$ cat src/rtl/spi_master_arbiter_pkg.sv
// Shared types and constants for the SPI master arbiter.
// Build option: SPI_ARB_REG_CFG_EN adds the per-requester config-register write.
package spi_master_arbiter_pkg;
  localparam int data_width_c     = 8;
  localparam int reg_addr_width_c = 8;
  localparam int reg_din_width_c  = 8;
  localparam int bits_of_slaves_c = 4;
  localparam int slave_addr_w_c   = $clog2(bits_of_slaves_c);

  typedef enum logic [2:0] {IDLE, CFG_WR, CFG_WAIT, FEED, DRAIN} spi_arb_state_t;
endpackage

$ cat src/rtl/spi_master_arbiter_if.sv
// Client-side and SPI-master-side signals of the arbiter.
// Build option: SPI_ARB_REG_CFG_EN adds req_cfg and rx_err.
interface spi_master_arbiter_if
  import spi_master_arbiter_pkg::*;
#(
  parameter int num_req_g = 4
);
  logic [num_req_g-1:0]                     req, req_last, req_pop, gnt, rx_valid;
  logic [num_req_g-1:0][data_width_c-1:0]   req_data;
  logic [num_req_g-1:0][slave_addr_w_c-1:0] req_addr;
  logic [data_width_c-1:0]                  rx_data, fifo_din, dout;
  logic                                     fifo_req_data, fifo_din_valid, fifo_empty;
  logic                                     busy, dout_valid;
  logic [slave_addr_w_c-1:0]                spi_slave_addr;
  logic [reg_addr_width_c-1:0]              reg_addr;
  logic [reg_din_width_c-1:0]               reg_din;
  logic                                     reg_din_val, reg_ack, reg_err;
`ifdef SPI_ARB_REG_CFG_EN
  logic [num_req_g-1:0][reg_din_width_c-1:0] req_cfg;
  logic [num_req_g-1:0]                      rx_err;
`endif

  // master: the arbiter; slave: clients plus SPI master core
  modport master (
    input  req, req_data, req_last, req_addr, fifo_req_data, busy, dout, dout_valid,
           reg_ack, reg_err,
`ifdef SPI_ARB_REG_CFG_EN
    input  req_cfg,
    output rx_err,
`endif
    output req_pop, gnt, rx_data, rx_valid, fifo_din, fifo_din_valid, fifo_empty,
           spi_slave_addr, reg_addr, reg_din, reg_din_val
  );

  modport slave (
    output req, req_data, req_last, req_addr, fifo_req_data, busy, dout, dout_valid,
           reg_ack, reg_err,
`ifdef SPI_ARB_REG_CFG_EN
    output req_cfg,
    input  rx_err,
`endif
    input  req_pop, gnt, rx_data, rx_valid, fifo_din, fifo_din_valid, fifo_empty,
           spi_slave_addr, reg_addr, reg_din, reg_din_val
  );
endinterface

$ cat src/rtl/spi_master_arbiter_picker.sv
// Combinational round-robin pick: first set request after ptr_i, wrapping.
module rr_priority_picker #(
  parameter  int N  = 4,
  localparam int IW = $clog2(N)
) (
  input  logic [N-1:0]  req_i,
  input  logic [IW-1:0] ptr_i,
  output logic [N-1:0]  gnt_o,
  output logic [IW-1:0] idx_o,
  output logic          vld_o
);
  logic [IW-1:0] j;

  // Walk farthest-to-nearest so the nearest requester after the pointer wins.
  always_comb begin
    gnt_o = '0;
    idx_o = '0;
    vld_o = 1'b0;
    j     = '0;
    for (int k = N-1; k >= 0; k--) begin
      j = IW'((int'(ptr_i) + 1 + k) % N);
      if (req_i[j]) begin
        gnt_o    = '0;
        gnt_o[j] = 1'b1;
        idx_o    = j;
        vld_o    = 1'b1;
      end
    end
  end
endmodule

$ cat src/rtl/spi_master_arbiter.sv
// Round-robin arbiter sharing one SPI master across requesters for whole bursts.
// Build option: SPI_ARB_REG_CFG_EN writes a per-requester config word before each burst.
module spi_master_arbiter
  import spi_master_arbiter_pkg::*;
#(
  parameter int num_req_g      = 4,
  parameter int cfg_reg_addr_g = 0
) (
  input logic                  clk,
  input logic                  rst,
  spi_master_arbiter_if.master bus
);
  localparam int IW = $clog2(num_req_g);

  spi_arb_state_t              state_q, state_d;
  logic [IW-1:0]               g_q, g_d, ptr_q, ptr_d;
  logic [num_req_g-1:0]        gnt_q, gnt_d, pop_q, pop_d, rxv_q, rxv_d, g_oh;
  logic [data_width_c-1:0]     din_q, din_d, rxd_q, rxd_d;
  logic                        dinv_q, dinv_d, seen_q, seen_d;
  logic [slave_addr_w_c-1:0]   sa_q, sa_d;
  logic [num_req_g-1:0]        pick_gnt;
  logic [IW-1:0]               pick_idx;
  logic                        pick_vld;
`ifdef SPI_ARB_REG_CFG_EN
  logic [num_req_g-1:0]        rxe_q, rxe_d;
`endif

  rr_priority_picker #(.N(num_req_g)) u_pick (
    .req_i(bus.req), .ptr_i(ptr_q), .gnt_o(pick_gnt), .idx_o(pick_idx), .vld_o(pick_vld)
  );

  assign g_oh = num_req_g'(1) << g_q;

  always_comb begin
    state_d = state_q;
    g_d     = g_q;
    ptr_d   = ptr_q;
    gnt_d   = gnt_q;
    pop_d   = '0;
    din_d   = din_q;
    dinv_d  = 1'b0;
    sa_d    = sa_q;
    seen_d  = seen_q;
    rxv_d   = '0;
    rxd_d   = rxd_q;
`ifdef SPI_ARB_REG_CFG_EN
    rxe_d   = '0;
`endif
    unique case (state_q)
      IDLE: if (pick_vld) begin
        g_d   = pick_idx;
        gnt_d = pick_gnt;
        sa_d  = bus.req_addr[pick_idx];
`ifdef SPI_ARB_REG_CFG_EN
        state_d = CFG_WR;
`else
        state_d = FEED;
`endif
      end
`ifdef SPI_ARB_REG_CFG_EN
      CFG_WR:   state_d = CFG_WAIT;
      CFG_WAIT: if (bus.reg_ack) begin
        if (bus.reg_err) begin
          rxe_d   = g_oh;
          gnt_d   = '0;
          ptr_d   = g_q;
          state_d = IDLE;
        end else begin
          state_d = FEED;
        end
      end
`endif
      // A request in the cycle right after a pop would see the old FWFT word.
      FEED: if (bus.fifo_req_data && !dinv_q) begin
        din_d  = bus.req_data[g_q];
        dinv_d = 1'b1;
        pop_d  = g_oh;
        if (bus.req_last[g_q]) begin
          seen_d  = 1'b0;
          state_d = DRAIN;
        end
      end
      DRAIN: begin
        if (bus.busy) begin
          seen_d = 1'b1;
        end else if (seen_q) begin
          gnt_d   = '0;
          ptr_d   = g_q;
          state_d = IDLE;
        end
      end
      default: state_d = IDLE;
    endcase
    if ((state_q == FEED || state_q == DRAIN) && bus.dout_valid) begin
      rxv_d = g_oh;
      rxd_d = bus.dout;
    end
  end

  always_ff @(posedge clk or negedge rst) begin
    if (!rst) begin
      state_q <= IDLE;
      g_q     <= '0;
      ptr_q   <= IW'(num_req_g - 1);
      gnt_q   <= '0;
      pop_q   <= '0;
      din_q   <= '0;
      dinv_q  <= 1'b0;
      sa_q    <= '0;
      seen_q  <= 1'b0;
      rxv_q   <= '0;
      rxd_q   <= '0;
`ifdef SPI_ARB_REG_CFG_EN
      rxe_q   <= '0;
`endif
    end else begin
      state_q <= state_d;
      g_q     <= g_d;
      ptr_q   <= ptr_d;
      gnt_q   <= gnt_d;
      pop_q   <= pop_d;
      din_q   <= din_d;
      dinv_q  <= dinv_d;
      sa_q    <= sa_d;
      seen_q  <= seen_d;
      rxv_q   <= rxv_d;
      rxd_q   <= rxd_d;
`ifdef SPI_ARB_REG_CFG_EN
      rxe_q   <= rxe_d;
`endif
    end
  end

  assign bus.gnt            = gnt_q;
  assign bus.req_pop        = pop_q;
  assign bus.fifo_din       = din_q;
  assign bus.fifo_din_valid = dinv_q;
  assign bus.fifo_empty     = (state_q != FEED);
  assign bus.spi_slave_addr = sa_q;
  assign bus.rx_valid       = rxv_q;
  assign bus.rx_data        = rxd_q;

`ifdef SPI_ARB_REG_CFG_EN
  assign bus.reg_din_val = (state_q == CFG_WR);
  assign bus.reg_addr    = (state_q == CFG_WR) ? reg_addr_width_c'(cfg_reg_addr_g) : '0;
  assign bus.reg_din     = (state_q == CFG_WR) ? bus.req_cfg[g_q] : '0;
  assign bus.rx_err      = rxe_q;
`else
  assign bus.reg_din_val = 1'b0;
  assign bus.reg_addr    = '0;
  assign bus.reg_din     = '0;
  logic unused_cfg;
  assign unused_cfg = ^{bus.reg_ack, bus.reg_err};
`endif
endmodule
$ cat src/flat_wrapper.sv
// flat-port wrapper written by rule: the top's interface ports become plain ports
module spi_master_arbiter_flat import spi_master_arbiter_pkg::*;
#(
  parameter int num_req_g      = 4,
  parameter int cfg_reg_addr_g = 0
)
  (clk, rst, bus_req, bus_req_data, bus_req_last, bus_req_addr, bus_fifo_req_data, bus_busy, bus_dout, bus_dout_valid, bus_reg_ack, bus_reg_err, bus_req_pop, bus_gnt, bus_rx_data, bus_rx_valid, bus_fifo_din, bus_fifo_din_valid, bus_fifo_empty, bus_spi_slave_addr, bus_reg_addr, bus_reg_din, bus_reg_din_val);
  spi_master_arbiter_if #(.num_req_g(num_req_g)) bus_i ();
  input logic clk;
  input logic rst;
  input wire logic [$bits(bus_i.req)-1:0] bus_req;
  input wire logic [$bits(bus_i.req_data)-1:0] bus_req_data;
  input wire logic [$bits(bus_i.req_last)-1:0] bus_req_last;
  input wire logic [$bits(bus_i.req_addr)-1:0] bus_req_addr;
  input wire logic [$bits(bus_i.fifo_req_data)-1:0] bus_fifo_req_data;
  input wire logic [$bits(bus_i.busy)-1:0] bus_busy;
  input wire logic [$bits(bus_i.dout)-1:0] bus_dout;
  input wire logic [$bits(bus_i.dout_valid)-1:0] bus_dout_valid;
  input wire logic [$bits(bus_i.reg_ack)-1:0] bus_reg_ack;
  input wire logic [$bits(bus_i.reg_err)-1:0] bus_reg_err;
  output wire logic [$bits(bus_i.req_pop)-1:0] bus_req_pop;
  output wire logic [$bits(bus_i.gnt)-1:0] bus_gnt;
  output wire logic [$bits(bus_i.rx_data)-1:0] bus_rx_data;
  output wire logic [$bits(bus_i.rx_valid)-1:0] bus_rx_valid;
  output wire logic [$bits(bus_i.fifo_din)-1:0] bus_fifo_din;
  output wire logic [$bits(bus_i.fifo_din_valid)-1:0] bus_fifo_din_valid;
  output wire logic [$bits(bus_i.fifo_empty)-1:0] bus_fifo_empty;
  output wire logic [$bits(bus_i.spi_slave_addr)-1:0] bus_spi_slave_addr;
  output wire logic [$bits(bus_i.reg_addr)-1:0] bus_reg_addr;
  output wire logic [$bits(bus_i.reg_din)-1:0] bus_reg_din;
  output wire logic [$bits(bus_i.reg_din_val)-1:0] bus_reg_din_val;
  assign bus_i.req = bus_req;
  assign bus_i.req_data = bus_req_data;
  assign bus_i.req_last = bus_req_last;
  assign bus_i.req_addr = bus_req_addr;
  assign bus_i.fifo_req_data = bus_fifo_req_data;
  assign bus_i.busy = bus_busy;
  assign bus_i.dout = bus_dout;
  assign bus_i.dout_valid = bus_dout_valid;
  assign bus_i.reg_ack = bus_reg_ack;
  assign bus_i.reg_err = bus_reg_err;
  assign bus_req_pop = bus_i.req_pop;
  assign bus_gnt = bus_i.gnt;
  assign bus_rx_data = bus_i.rx_data;
  assign bus_rx_valid = bus_i.rx_valid;
  assign bus_fifo_din = bus_i.fifo_din;
  assign bus_fifo_din_valid = bus_i.fifo_din_valid;
  assign bus_fifo_empty = bus_i.fifo_empty;
  assign bus_spi_slave_addr = bus_i.spi_slave_addr;
  assign bus_reg_addr = bus_i.reg_addr;
  assign bus_reg_din = bus_i.reg_din;
  assign bus_reg_din_val = bus_i.reg_din_val;
  spi_master_arbiter #(.num_req_g(num_req_g), .cfg_reg_addr_g(cfg_reg_addr_g)) u_core (.clk(clk), .rst(rst), .bus(bus_i));
endmodule
$ cat config.mk
export PLATFORM = sky130hd
export DESIGN_NAME = spi_master_arbiter_flat
export DESIGN_NICKNAME = d
export VERILOG_FILES = /design/src/rtl/spi_master_arbiter_pkg.sv /design/src/rtl/spi_master_arbiter_if.sv /design/src/rtl/spi_master_arbiter_picker.sv /design/src/rtl/spi_master_arbiter.sv /design/src/flat_wrapper.sv
export SDC_FILE = /design/constraint.sdc
export NUM_CORES = 1
export LEC_CHECK = 0
export CAP_MARGIN = 40
export CORE_MARGIN = 2
export CORE_UTILIZATION = 35
export DETAILED_ROUTE_END_ITERATION = 10
export PLACE_DENSITY = 0.78
export SLEW_MARGIN = 20
export SYNTH_ARGS = -nofsm -noshare
export SYNTH_HDL_FRONTEND = slang
export SYNTH_HIERARCHICAL = 1
export SYNTH_SLANG_ARGS = --single-unit
$ cat constraint.sdc
create_clock -name clk -period 5 [get_ports clk]
set_input_delay 1 -clock clk [delete_from_list [all_inputs] [get_ports clk]]
set_output_delay 1 -clock clk [all_outputs]
set_load 0.1 [all_outputs]
==> results.md <==
- The placeable core area is about 0.0069 sq mm.
- The final core area utilization is between 60% and 70%.
- The floorplan has 30 rows.
- The repair_antennas step left the layout with diodes totalling 0.
- The final number of hold-violating endpoints was 0.
- The slew at the pin closest to its max-slew limit is 0.752 ns.
- The remaining antenna violation count is 0.
- The HPWL after detailed placement is 5170 um.
- The worst setup path category is flip-flop to flip-flop.
- For the worst setup path, the data required time is around 5.2 ns.
- The shortest clock period the worst path allows after layout is about 3.6 ns.
- The worst path uses 72.6% of the clock period.
- The flow ran to the end, and the final reports show no timing, DRC or antenna violations.
- The clock arrives with 0.00503 ns of skew.
- The final instance count without filler cells is roughly 430.
- The H-tree was split into 2 levels.
- Using the TritonRoute via totals, the vias-per-cell ratio works out to 4.83.
- The pin count of the biggest net entering global routing is 31.
- Setup repair after global routing left no endpoint under its margin.
- The final layout net count is 411.
- Detailed routing inserted a total of 2096 vias.
- The number of top-level pins is ~110.
- Clock tree synthesis found a total of 38 sinks.
- The proportion of layout cells with a drive suffix above 1 is 25.4%.
- The final layout contains routed wiring with a total length of 6560 um.
- The critical path data arrival time is 3.82 ns.
- Leaving out fill and tap cells, the most frequent cells in the layout are 91 x sky130_fd_sc_hd__clkdlybuf4s50_1, 36 x sky130_fd_sc_hd__dfrtp_1, 26 x sky130_fd_sc_hd__buf_8.
- Across the run, the number of max-cap violations was 0.
- After global routing the overflow that remains totals 0.
- In this run the horizontal extent of the chip is 88.8 um.
- The average wire length per cell after detail routing is 15.1 um.
- Across the VDD grid, the largest voltage drop is 0.640 mV.
- After detailed placement, the design holds a cell count of 426.
- The leakage power is ~1.7 nW.
- The most common cell after layout, fill and taps aside is sky130_fd_sc_hd__clkdlybuf4s50_1.
- In this run the worst path has a maximum fanout of 15.
- For this configuration, the core starts out at a cell density of 36.6%.
- The first global-routing pass estimated between 10000 and 15000 um of wire.
- From bottom edge to top edge, the die measures 88.8 um.
- The setup total negative slack is 0 ns.
- The gate count after technology mapping is 217.
- In this run the mean area of a mapped cell was 11.6 sq um.
- The weighted congestion reported at the end of routability-driven placement is 0.820.
- Yosys mapped a number of flops with a built-in enable equal to 0.
- In the synthesized netlist the async set-or-reset flop fraction comes to 100%.
- The number of I/O port buffers is 92.
- The share of synthesized area occupied by flip-flops and latches is 37.9%.
- The min-delay analysis places its worst path in the category flip-flop to flip-flop.
- Global routing used 17.6% of the available tracks.
- The first-pass iteration count of the detailed router is 4.
- After clock tree synthesis, the repair step resized 0 gates.
- The final-report max-slew violation count is 0.
- The via count of the first global-routing pass was 2199.
- The post-synth design cell area is 0.00252 sq mm.
- The layout has between 500 and 600 filler cells.
- The total CTS buffers is 5.
- Clock-pin slew was measured on the worst setup and hold paths at 0.08 ns.
- The area growth from synthesis to layout is 64.2%.
- Buffers added to address setup during post-CTS repair amount to 0.
- The clock root buffer master is sky130_fd_sc_hd__clkbuf_8.
- The most used flip-flop cell after synthesis is sky130_fd_sc_hd__dfrtp_1.
- The die covers 0.00789 sq mm.
- The worst pin sits at a relative slew slack of 49.9%.
- STA classifies the critical path endpoint as a flip-flop.
- After synthesis, the netlist uses 49 different library cells.
- In the routed design, unresolved DRC markers number 0.
- The number of DRC markers after the initial detailed-route iteration is 139.
- STA classifies the critical path startpoint as a flip-flop.
- The final setup violation count is 0.
- The Yosys step of the flow raised 6 warnings.
- At the later pin of the worst-skew pair, clock insertion delay measures 0.30 ns.
- The number of hold-repair buffers added at the cts stage is 0.
- The initial antenna violation count came to 0.
- Timing would allow up to 275 MHz.
- The synthesis-stage register bit count is 38.
- TritonCTS built the clock tree.
- The number of buffers on the longest clock path is 2.
- The power density over cell area is 775 mW/mm^2.
## synth_stat cells, drive strengths merged, types with 2 or more instances
cell / count / share of area [%]
a21oi: 5 / 0.99
a32oi: 2 / 0.70
and4bb: 2 / 0.99
buf: 24 / 7.3
clkbuf: 5 / 0.75
dfrtp: 36 / 36
dfstp: 2 / 2.1
ha: 11 / 5.5
inv: 12 / 1.8
mux2: 25 / 11
mux2i: 8 / 3.3
mux4: 12 / 11
nand2: 7 / 1.0
nand2b: 5 / 1.5
nand3: 4 / 0.80
nand3b: 3 / 0.89
nand4b: 5 / 1.7
nor2: 9 / 1.4
nor2b: 4 / 0.99
nor3: 3 / 0.60
o21a: 2 / 0.60
o21ai: 9 / 1.9
o22a: 3 / 1.0
o22ai: 3 / 0.99
o32ai: 2 / 0.70
## where the power goes
group	leakage (nW)	switching, mW	internal, mW
Clock	0.0683	0.118	0.200
Sequential	0.470	0.122	0.444
Combinational	1.20	1.36	0.955
## worst max-delay path, cell delays in order (launching register included)
cell	delay [ns]
sky130_fd_sc_hd__dfstp_2	0.72
sky130_fd_sc_hd__inv_1	0.22
sky130_fd_sc_hd__ha_1	0.47
sky130_fd_sc_hd__mux4_2	0.64
sky130_fd_sc_hd__a21oi_1	0.21
sky130_fd_sc_hd__mux2i_1	0.44
sky130_fd_sc_hd__mux4_2	0.56
sky130_fd_sc_hd__mux2_2	0.27
## per-layer routing
metal  wire (um)  up-vias  track usage, %
met3         410        6            6.16
met5           0        -               0
li1            -      998               -
met4          61        0            3.31
met2        3590       80            31.1
met1        2500     1012            20.7
## metrics by stage
stage / instance area, sq um / setup slack, ns / hold slack [ns] / power, mW
detailed placement: 4000 / 1.23 / 0.492 / 2.89
finish: 4130 / 1.37 / 0.506 / 3.20
global placement: 3420 / 1.24 / 0.487 / 2.45
floorplan: 2580 / 1.73 / 0.491 / 2.09
global route: 4130 / 1.21 / 0.535 / 3.37
CTS: 4130 / 1.37 / 0.510 / 3.22
## registers in the layout, summed over array words and instances (netlist names)
register and flops:
u_core/seen_q 1, u_core/bus.gnt 4, u_core/bus.spi_slave_addr 2, u_core/bus.rx_data 8, u_core/bus.fifo_din_valid 1, u_core/state_q 2, u_core/bus.req_pop 4, u_core/ptr_q 2
u_core/bus.rx_valid 4, u_core/bus.fifo_din 8, u_core/g_q 2
## layout make-up
type / count / area [sq um] / share of cell area (%)
repair buffers: 126 / 1500 / 36.3
multi-input cells: 154 / 1380 / 33.3
flip-flops and latches: 38 / 953 / 23.1
well taps: 96 / 120 / 2.91
clock buffers: 5 / 68.8 / 1.67
clock inverters: 3 / 68.8 / 1.67
inverters: 12 / 45.0 / 1.09
## worst paths after layout
| path | from | end | slack [ns] | depth (start not counted) |
|---|---|---|---|---|
| setup / recovery | u_core/ptr_q[0] | u_core/bus.spi_slave_addr[1] | 1.37 | 7 |
| hold / removal | u_core/bus.fifo_din[6] | u_core/bus.fifo_din[6] | 0.51 | 1 |
| setup reg to reg | u_core/ptr_q[0] | u_core/bus.spi_slave_addr[1] | 1.37 | 7 |
| hold reg to reg | u_core/bus.fifo_din[6] | u_core/bus.fifo_din[6] | 0.51 | 1 |
| max in group asynchronous | rst | u_core/ptr_q[0] | 3.95 | 2 |
| min in group asynchronous | rst | u_core/bus.fifo_din[7] | 0.55 | 1 |
## logic make-up (layout without fill, tap and decap cells)
family,count (synthesis),after routing,synth area share (%)
other,1,17,0.149
AO/OA/AOI/OAI,33,33,9.20
buffers and inverters,41,146,9.79
AND/OR/NAND/NOR,48,48,11.8
adder cells (fa/ha/maj),11,11,5.47
multiplexers,45,45,25.7
flip-flops,38,38,37.9
(Power assumes the default switching activity.)
